--- src/rtl/uart_rx.sv ---
// uart_rx: serial receiver (start, DATA_BITS LSB first, stop) with a valid/ready word output.
// Define UART_RX_PARITY_EN to expect an even-parity bit between data and stop.
module uart_rx #(
    parameter int CLKS_PER_BIT = 434,
    parameter int DATA_BITS = 8
) (
    input  logic                 clock,
    input  logic                 reset_n,
    input  logic                 rx_in,
    output logic [DATA_BITS-1:0] data_out,
    output logic                 data_valid,
    input  logic                 data_ready,
    output logic                 framing_error,
    output logic                 overrun,
`ifdef UART_RX_PARITY_EN
    output logic                 parity_error,
`endif
    output logic                 busy
);
    localparam int CW = $clog2(CLKS_PER_BIT);
    localparam int IW = $clog2(DATA_BITS);
    localparam logic [CW-1:0] MID = CW'(CLKS_PER_BIT / 2 - 1);
    localparam logic [CW-1:0] LAST = CW'(CLKS_PER_BIT - 1);
    localparam logic [IW-1:0] IDX_LAST = IW'(DATA_BITS - 1);

    typedef enum logic [2:0] {IDLE, START, DATA, PARITY, STOP, WAIT_HIGH} state_t;

`ifdef UART_RX_PARITY_EN
    localparam state_t AFTER_DATA = PARITY;
    logic par_bad;
`else
    localparam state_t AFTER_DATA = STOP;
    localparam logic par_bad = 1'b0;
`endif

    state_t state;
    logic rx_meta, rx_s;
    logic [CW-1:0] cnt;
    logic [IW-1:0] idx;
    logic [DATA_BITS-1:0] sh;

    assign busy = state != IDLE;

    always_ff @(posedge clock or negedge reset_n) begin
        if (!reset_n) begin
            {rx_s, rx_meta} <= 2'b11;
            state <= IDLE;
            cnt <= '0;
            idx <= '0;
            sh <= '0;
            data_out <= '0;
            data_valid <= 1'b0;
            framing_error <= 1'b0;
            overrun <= 1'b0;
`ifdef UART_RX_PARITY_EN
            par_bad <= 1'b0;
            parity_error <= 1'b0;
`endif
        end else begin
            {rx_s, rx_meta} <= {rx_meta, rx_in};
            framing_error <= 1'b0;
            overrun <= 1'b0;
            if (data_valid && data_ready) data_valid <= 1'b0;
            case (state)
                IDLE: begin
                    cnt <= '0;
                    if (!rx_s) state <= START;
                end
                START: if (cnt == MID) begin
                    cnt <= '0;
                    idx <= '0;
                    state <= rx_s ? IDLE : DATA;
                end else cnt <= cnt + 1'b1;
                DATA: if (cnt == LAST) begin
                    cnt <= '0;
                    sh <= {rx_s, sh[DATA_BITS-1:1]};
                    idx <= idx + 1'b1;
                    if (idx == IDX_LAST) state <= AFTER_DATA;
                end else cnt <= cnt + 1'b1;
`ifdef UART_RX_PARITY_EN
                PARITY: if (cnt == LAST) begin
                    cnt <= '0;
                    par_bad <= ^{sh, rx_s};
                    state <= STOP;
                end else cnt <= cnt + 1'b1;
`endif
                STOP: if (cnt == LAST) begin
                    cnt <= '0;
                    if (!rx_s) begin
                        framing_error <= 1'b1;
                        state <= WAIT_HIGH;
                    end else begin
                        state <= IDLE;
                        // A word arriving while the previous one is being consumed still loads.
                        if (!par_bad && (!data_valid || data_ready)) begin
                            data_out <= sh;
                            data_valid <= 1'b1;
                        end else if (!par_bad) overrun <= 1'b1;
                    end
                end else cnt <= cnt + 1'b1;
                WAIT_HIGH: if (rx_s) state <= IDLE;
                default: state <= IDLE;
            endcase
`ifdef UART_RX_PARITY_EN
            parity_error <= state == STOP && cnt == LAST && rx_s && par_bad;
`endif
        end
    end
endmodule
--- config.mk ---
export PLATFORM = sky130hd
export DESIGN_NAME = uart_rx
export DESIGN_NICKNAME = d
export VERILOG_FILES = /design/src/rtl/uart_rx.sv
export SDC_FILE = /design/constraint.sdc
export NUM_CORES = 1
export LEC_CHECK = 0
export BUFFER_PORTS_ARGS = -buffer_cell sky130_fd_sc_hd__buf_2
export CORE_UTILIZATION = 32
export CTS_CLUSTER_SIZE = 25
export DETAILED_ROUTE_END_ITERATION = 8
export PLACE_DENSITY = 0.44
export SLEW_MARGIN = 20
export SYNTH_ARGS = -nofsm -noshare
export SYNTH_HDL_FRONTEND = slang
export SYNTH_SLANG_ARGS = --single-unit
--- constraint.sdc ---
create_clock -name clock -period 2.3 [get_ports clock]
set_input_delay 0.46 -clock clock [delete_from_list [all_inputs] [get_ports clock]]
set_output_delay 0.46 -clock clock [all_outputs]
set_load 0.01 [all_outputs]
## After elaboration in Yosys (flattened, before gate mapping)

Index checks and enable logic that the tools add are counted.

- Register bits after elaboration: 36
- Latch bits: 0
- Bits in writable memories: 0
- Memory bits (read-only): 0
- Bits of input ports: 4
- Word-level logic and storage cells: 64
- Memories: 0

- Add/subtract/negate cells: 2
- Multiply operators: 0
- Divide/modulo/power cells: 0
- Order comparisons: 0
- Equal/unequal tests: 13
- Shift operators: 0
- Multiplexer cells: 27
- Bitwise gates (word level): 0
- Reductions and logical operators: 12

Operator list:

| kind | count |
|---|---|
| 3-bit two-way mux | 9 |
| 9-bit one-hot mux with 3 select lines | 1 |
| 9-bit two-way mux | 2 |
| 3-bit one-hot mux with 5 select lines | 1 |
| 1-bit two-way mux | 12 |
| 2-bit inequality test (second input constant) | 6 |
| 9-bit by 1-bit adder with 9-bit output (second input constant) | 1 |
| 3-bit equality test (second input constant) | 3 |
| 9-bit by 8-bit equality test with 1-bit output (second input constant) | 1 |
| 9-bit equality test (second input constant) | 1 |
| 3-bit one-hot mux with 2 select lines | 1 |
| 6-bit AND reduction | 1 |
| 3-bit nonzero test | 2 |
| 4-bit AND reduction | 1 |
| 3-bit by 1-bit adder with 3-bit output (second input constant) | 1 |
| 3-bit by 1-bit equality test with 1-bit output (second input constant) | 1 |
| 3-bit by 2-bit equality test with 1-bit output (second input constant) | 1 |
| 3-bit zero test | 1 |
| 3-bit AND reduction | 1 |
| 2-bit two-way mux | 1 |
| 2-bit AND reduction | 1 |
| 2-bit nonzero test | 1 |
| 2-bit OR reduction | 1 |
| 1-bit logical AND | 1 |
| 2 further kinds | 2 |

## Longest topological paths before layout

Gate-level depths: netlist of run 1.

- Word-level depth: 6
- Gate-level depth with buffers: 7

## Least setup slack after synthesis of run 1

No wires, ideal clock.

- Path type: register to register
- Start: reg cnt[1]
- End: reg data_out[0]
- Arrival: 1.522 ns
- Required time: 2.175 ns
- Slack: 0.653 ns
- Stages on the path, launching flop included: 8
- Period minus slack after synthesis: 1.647 ns
- Cell sequence: dfrtp_1 inv_1 ha_1 and4b_1 and2_4 buf_6 nand3_4 mux2_2

- Longest elaborated chain between the ends: 2

Ends and longest elaborated chain:

| what | RTL line | RTL |
|---|---|---|
| from (decl) | 38 | `logic [CW-1:0] cnt;` |
| from (signal assigned) | 73 | `end else cnt <= cnt + 1'b1;` |
| from (signal assigned) | 79 | `end else cnt <= cnt + 1'b1;` |
| from (signal assigned) | 100 | `end else cnt <= cnt + 1'b1;` |
| 9-bit equality test | 87 | `STOP: if (cnt == LAST) begin` |
| 4-bit AND reduction (no source line) | -- |  |
| to (signal assigned) | 96 | `data_out <= sh;` |
| to (decl) | 10 | `output logic [DATA_BITS-1:0] data_out,` |

No other way between the ends.
A chain may end at the register's enable or synchronous reset.

## Worst setup path in the final report of run 1

- Start: reg cnt[0]
- End: reg cnt[4]

- Longest elaborated chain between the ends: 3
- Elaborated cells between the ends (all ways): 6
- Classes of those cells: add/sub (1); eq/ne (2); mux (3)

Ends and longest elaborated chain:

| what | RTL line | RTL |
|---|---|---|
| 9-bit by 1-bit adder with 9-bit output (tied with other cells) | 73, 79, 100 |  |
| 9-bit two-way mux (on tied branches) | 74, 87, 69 |  |
| 9-bit one-hot mux with 3 select lines * | 64 | `case (state)` |

Mark *: on every way between the ends. The rest lies on a longest branch, timed or not.

==> results of run 1 <==
through the flow:
stage | hold slack (ns) | instances | utilization (%) | instance area (sq um)
after floorplan | 0.164 | 148 | - | 1720
after global placement | 0.346 | 229 | 36.1 | 1860
after global routing | 0.258 | 237 | 38.2 | 1970
final | 0.260 | 237 | 38.2 | 1970
after detailed placement | 0.348 | 229 | 36.1 | 1860
after CTS | 0.261 | 237 | 38.2 | 1970
metal layers:
layer  vias to the layer above  track usage (%)  part of all wire, %
met1                       551             14.8                   46
met5                         -                0                    0
met3                         5             4.37                  3.6
li1                        556                -                    -
met2                        19             20.4                   49
met4                         0             4.32                 0.93
layout by cell type, fill, tap and decap left out, types with 3 or more instances in the layout:
cell type	netlist	final
nor3_1	4	4
ha_1	5	5
xnor2_1	3	3
o21ai_0	6	6
inv_1	6	6
o22ai_1	4	4
buf_2	2	15
mux2i_1	3	3
nand3_1	3	3
nor2_1	6	6
nand2_1	20	20
mux2_2	16	16
a21oi_1	4	4
dfrtp_1	34	34
clkbuf_8	0	5
cells by family (layout without fill, tap and decap cells):
logic type / count (synthesis) / after routing / share of synthesized area, %
muxes: 19 / 19 / 12.2
xor gates and xnor gates: 4 / 4 / 2.03
DFF: 36 / 36 / 52.4
AOI/OAI and AO/OA: 22 / 22 / 9.07
adders and majority gates: 5 / 5 / 3.63
buffers and inverters: 10 / 29 / 2.98
and+or+nand+nor: 52 / 52 / 17.7
path summary, 6_finish.rpt:
path / from / slack, ns / end
worst min register to register: rx_meta$_DFF_PN1_ / 0.36 / rx_s$_DFF_PN1_
worst min-delay path: reset_n / 0.26 / data_out[2]$_DFFE_PN0P_
worst max register to register: cnt[0]$_DFFE_PN0P_ / 0.45 / cnt[4]$_DFFE_PN0P_
max in group asynchronous: reset_n / 1.54 / cnt[8]$_DFFE_PN0P_
worst max-delay path: cnt[0]$_DFFE_PN0P_ / 0.45 / cnt[4]$_DFFE_PN0P_
min in group clock: rx_in / 0.27 / rx_meta$_DFF_PN1_
registers in the layout (all words and copies together) (netlist names):
signal / cells
framing_error: 1
state: 3
overrun: 1
data_valid: 1
cnt: 9
idx: 3
sh: 8
rx_s: 1
rx_meta: 1
data_out: 8
final cells by class:
type,instances,area (sq um)
Clock inverter,2,35.0
Clock buffer,6,72.6
Multi-Input combinational cell,102,769
Sequential cell,36,903
Fill cell,532,3170
Tap cell,70,87.6
Inverter,6,22.5
Timing Repair Buffer,15,75.1
power by group:
part           leakage, nW   total, W  internal [W]  switching [W]
clock               0.0552   0.000533      0.000321       0.000212
combinational        0.390  0.0000150    0.00000240      0.0000126
sequential           0.481   0.000639      0.000636     0.00000230
==> summary.txt, run 1 <==
Outcome
  • Outcome: finished clean

STA
  • Fmax: 0.540 GHz
  • Fin crit period: between 1.5 and 2 ns
  • Final setup viols: 0
  • TNS Setup: 0 ns
  • Final slew viol count: 0
  • Final-report hold violation count: 0
  • Slew margin rel.: 47.2%
  • RSZ-0062 raised after global routing: false
  • PnR worst setup slack: approximately 0.45 ns
  • Slew @ Worst Pin: between 0.7 and 0.8 ns
  • Period utilization: 80.5%
  • Clk_skew: approximately 0.0034 ns

Logic synthesis
  • EDFF count, synth: 0
  • Most common cell in the synthesized netlist: dfrtp_1
  • Mean Syn Cell Area: about 12 sq um
  • Synth area leaders: dfrtp_1 49%, mux2_2 10%, nand2_1 4.4%, ha_1 3.6%, dfstp_2 3.0%
  • Gate Count Post-Synth: between 100 and 150
  • Synthesized flop and latch total: 36
  • Post-synth top cells: 34 x dfrtp_1, 20 x nand2_1, 16 x mux2_2
  • Synth Flop Type: dfrtp_1
  • Mapped Nets: about 160
  • Share of the yosys chip area belonging to registers: roughly 52%
  • Cell taking the most area after synthesis: dfrtp_1
  • FFs w/ async S/R, synth: 100%
  • Synthesized cell area: roughly 0.0017 sq mm
  • Share of the synthesized area in the top cell type: around half
  • Unique masters post-synth: 41
  • Synthesis warning total: 0

Floorplan
  • Die area: between 0.005 and 0.006 sq mm
  • Core area: slightly above 0.005 sq mm
  • Die Ht: around 75 um
  • Die W: 75.4 um
  • Ports: 16
  • Rows: 26
  • Initial Utilization: between 30% and 40%

CTS
  • CTS H-tree depth: 2
  • Cts bufs inserted: 5
  • Root buffer cell: clkbuf_8
  • Register clock-pin slew on the reported worst setup and hold paths: 0.07 ns
  • Clock net sink count: 36
  • Hold buffer count at cts: 0
  • CTS Buffer Depth: 2
  • CTS tree: done
  • CTS-repair resized insts: 0
  • Clock latency on the worst-skew pair: 0.28 ns
  • Post-CTS Setup Inserts: 0

Worst setup path
  • Worst Path Class, Setup: reg2reg
  • Levels on crit path: 6
  • Crit path max-delay cell type: dfrtp_1
  • Reg2reg path depth: 6
  • Worst-path maximum fanout: 6
  • Critical Path AT: 2.01 ns
  • CP Cell Sequence: inv_1, ha_1, nor4b_1, a41oi_2, nor2_2, o21ai_0
  • CP Capture Type: flip-flop
  • WP data required: roughly 2.5 ns
  • CP max stage delay: 0.41 ns
  • CP Buf/Inv Count: 1
  • Type of origin of the critical path: flip-flop
  • Delay-heaviest family, CP: simple AND/OR/NAND/NOR gates

Place
  • Detailed placer's ending HPWL: 2150 um
  • Gpl congestion: roughly 0.73
  • Place WS: approximately 0.45 ns
  • Buffers on Ports: 15

Layout
  • Inserted Diodes: 0
  • Area Growth Syn to Fin: 14.0%
  • Nets: roughly 180
  • Share of cells above drive strength 1: a little under a third

Drt
  • Final antenna-violating net count: 0
  • DRT Pass-1 Iters: 3
  • Vias per cell: approximately 4.8
  • DRC Markers: 0
  • Final WL: 3110 um
  • Drt wl/cell: 13.1 um
  • Number of DRC markers in iteration 0: 19
  • Routed via count: about 1100

GRT
  • Global Route Usage Sum: between 10% and 20%
  • Vias in the first global route: roughly 1100
  • Remaining global-route overflow: 0
  • First-pass GRT wire length: about 5000 um
  • Largest net degree at the start of global routing: 37
  • Initial antenna violation count: 0

Job
  • Max-cap violations: 0

Hold path
  • Hold Path Class: in2async

Pwr
  • Lkg Pwr: just over 0.9 nW
  • Worst VDD drop: 0.296 mV
  • P per Cell Area: roughly 600 mW/mm^2
  • Design Power: 0.00119 W
Note: power is estimated with default switching activity, not from simulation.
==> run 2, diff against run 1 <==
Clock period 2.3 ns to 1.88 ns, I/O delays scaled along.
==> run 2 against run 1 <==
Effect of this change: worst hold slack got worse by 0.12 ns; sequential power rose by 22%; count of clock-buffer cells in the layout fell by 1; critical path type unchanged; combinational power rose by 37%; routed wire length rose by 4.3%; worst setup slack got worse by 0.29 ns; critical path depth did not move; power rose by 13%; highest routed layer unchanged; maximum frequency rose by 7.5%; final area rose by 2.7%; largest power group unchanged; critical endpoint is now idx[1]$_DFFE_PN0P_.
==> summary.txt, run 2 (synthesis gave the netlist of run 1 again) <==
Layout
  • Inserted Diodes: 0 (unchanged)
  • Area of the multi-input gates: 776 sq um (was 769 sq um)
  • Leading cell type in the layout, fill and taps excluded: dfrtp_1 (unchanged)
  • Area Growth Syn to Fin: 17.1% (was 14.0%)
  • Nets: 184 (was 175)
  • Reg area: 903 sq um (unchanged)
  • Top reg by flops: cnt (unchanged)
  • Commonest non-fill, non-tap cells in the layout: 34 x dfrtp_1, 20 x nand2_1, 16 x mux2_2 (unchanged)
  • Fill count: 531 (was 532)
  • Biggest regs: cnt x9, data_out x8, sh x8 (unchanged)
  • Share of cells above drive strength 1: 35.8% (was 31.1%)
  • Max FFs per register: 9 (unchanged)

Pwr
  • Design Power: 0.00134 W (was 0.00119 W)
  • Comb pwr share: 1.5% (was 1.3%)
  • P_int: 0.00104 W (was 0.000960 W)
  • Seq pwr share: 58.3% (was 53.8%)
  • P per Cell Area: 663 mW/mm^2 (was 604 mW/mm^2)
  • Worst VDD drop: 0.219 mV (was 0.296 mV)
  • Clock share of power: 40.2% (was 44.9%)
  • Switching part of the total: 22.3% (was 19.1%)
  • Lkg Pwr: 0.968 nW (was 0.926 nW)
  • P_sw: 0.000299 W (was 0.000227 W)

STA
  • Period utilization: 91.6% (was 80.5%)
  • Slew @ Worst Pin: 0.470 ns (was 0.792 ns)
  • Fin crit period: 1.72 ns (was 1.85 ns)
  • Final slew viol count: 0 (unchanged)
  • Final-report hold violation count: 0 (unchanged)
  • PnR worst setup slack: 0.158 ns (was 0.448 ns)
  • Fmax: 0.581 GHz (was 0.540 GHz)
  • RSZ-0062 raised after global routing: false (unchanged)
  • Final setup viols: 0 (unchanged)
  • Slew margin rel.: 68.7% (was 47.2%)
  • Clk_skew: 0.00685 ns (was 0.00344 ns)
  • TNS Setup: 0 ns (unchanged)

Floorplan
  • Rows: 26 (unchanged)
  • Initial Utilization: 33.5% (unchanged)
  • Ports: 16 (unchanged)
  • Die area: 0.00569 sq mm (unchanged)
  • Core area: 0.00514 sq mm (unchanged)
  • Die Ht: 75.4 um (unchanged)
  • Die W: 75.4 um (unchanged)

Place
  • Buffers on Ports: 15 (unchanged)
  • Place WS: 0.0901 ns (was 0.453 ns)
  • Detailed placer's ending HPWL: 2220 um (was 2150 um)
  • Gpl congestion: 0.774 (was 0.735)

Worst setup path
  • WP data required: 2.09 ns (was 2.46 ns)
  • Worst Path Class, Setup: reg2reg (unchanged)
  • CP max stage delay: 0.42 ns (was 0.41 ns)
  • Delay-heaviest family, CP: simple AND/OR/NAND/NOR gates (unchanged)
  • CP Capture Type: flip-flop (unchanged)
  • Levels on crit path: 6 (unchanged)
  • Critical Path AT: 1.93 ns (was 2.01 ns)
  • Worst-path maximum fanout: 10 (was 6)
  • CP Buf/Inv Count: 1 (unchanged)
  • Reg2reg path depth: 6 (unchanged)
  • Type of origin of the critical path: flip-flop (unchanged)
  • CP Cell Sequence: inv_1, ha_1, and4b_1, nand3_2, o21ai_2, mux2i_1 (was inv_1, ha_1, nor4b_1, a41oi_2, nor2_2, o21ai_0)
  • Crit path max-delay cell type: dfrtp_1 (unchanged)

GRT
  • Vias in the first global route: 1114 (was 1051)
  • Initial antenna violation count: 0 (unchanged)
  • Remaining global-route overflow: 0 (unchanged)
  • First-pass GRT wire length: 5280 um (was 5010 um)
  • Global Route Usage Sum: 12.8% (was 12.3%)
  • Largest net degree at the start of global routing: 37 (unchanged)

Outcome
  • Outcome: finished clean (unchanged)

Drt
  • Final antenna-violating net count: 0 (unchanged)
  • Routed via count: 1154 (was 1131)
  • Drt wl/cell: 13.2 um (was 13.1 um)
  • Final WL: 3250 um (was 3110 um)
  • Number of DRC markers in iteration 0: 52 (was 19)
  • Vias per cell: 4.69 (was 4.77)
  • DRC Markers: 0 (unchanged)
  • DRT Pass-1 Iters: 4 (was 3)

CTS
  • Root buffer cell: clkbuf_8 (unchanged)
  • Hold buffer count at cts: 0 (unchanged)
  • Clock net sink count: 36 (unchanged)
  • Clock latency on the worst-skew pair: 0.29 ns (was 0.28 ns)
  • CTS Buffer Depth: 2 (unchanged)
  • Register clock-pin slew on the reported worst setup and hold paths: 0.08 ns (was 0.07 ns)
  • CTS tree: done (unchanged)
  • Cts bufs inserted: 5 (unchanged)
  • CTS H-tree depth: 2 (unchanged)
  • CTS-repair resized insts: 0 (unchanged)
  • Post-CTS Setup Inserts: 0 (unchanged)

Job
  • Max-cap violations: 0 (unchanged)

Hold path
  • Hold Path Class: in2async (unchanged)
run 2: changes by cell type in the layout (fill, tap and decap cells not counted):
| cell | previous run | this run |
|---|---|---|
| clkinv_2 | 1 | 2 |
| clkbuf_1 | 1 | 0 |
| clkinv_4 | 0 | 1 |
| bufinv_16 | 1 | 0 |
| buf_4 | 0 | 9 |
| nor4b_1 | 1 | 0 |
| nor4b_2 | 0 | 1 |
run 2: path summary, 6_finish.rpt:
kind	from	endpoint	slack (ns)
max	cnt[1]$_DFFE_PN0P_	idx[1]$_DFFE_PN0P_	0.16
min	reset_n	data_out[4]$_DFFE_PN0P_	0.13
max reg2reg	cnt[1]$_DFFE_PN0P_	idx[1]$_DFFE_PN0P_	0.16
min reg2reg	rx_meta$_DFF_PN1_	rx_s$_DFF_PN1_	0.36
max in group asynchronous	reset_n	rx_meta$_DFF_PN1_	1.40
min in group clock	rx_in	rx_meta$_DFF_PN1_	0.18
run 2: per-layer routing:
metal	vias up	part of all wire [%]	GRT usage, %
li1	577	-	-
met1	546	46	15.5
met2	23	48	20.6
met3	8	3.4	3.57
met4	0	2.3	6.79
met5	-	0	0
run 2: area by class of cell:
cell class | instances | area share, %
well taps | 70 | 4.34
clock buffers | 5 | 3.41
inverters | 6 | 1.12
clock inverters | 3 | 0.929
flip-flops and latches | 36 | 44.7
multi-input cells | 102 | 38.4
repair buffers | 24 | 7.06
run 2: worst reg2reg max path: stages (launching register included):
cell	delay [ns]
dfrtp_1	0.42
inv_1	0.09
ha_1	0.13
and4b_1	0.29
nand3_2	0.29
o21ai_2	0.22
mux2i_1	0.22
run 2: stage by stage:
stage	hold slack, ns	cell area [sq um]	std cells	util [%]
4_1_cts	0.146	2010	246	39.2
5_1_grt	0.153	2020	246	39.3
2_1_floorplan	0.0804	1720	148	-
3_5_place_dp	0.347	1930	238	37.5
3_3_place_gp	0.347	1930	238	37.5
6_report	0.135	2020	246	39.3
run 2: power groups by stage:
stage / Sequential, W / Combinational [W] / Clock (W)
6_report: 0.000780 / 0.0000205 / 0.000538
5_1_grt: 0.000780 / 0.0000242 / 0.000606
4_1_cts: 0.000780 / 0.0000225 / 0.000566
3_5_place_dp: 0.000795 / 0.0000222 / 0
3_3_place_gp: 0.000795 / 0.0000212 / 0
2_1_floorplan: 0.000794 / 0.00000121 / 0
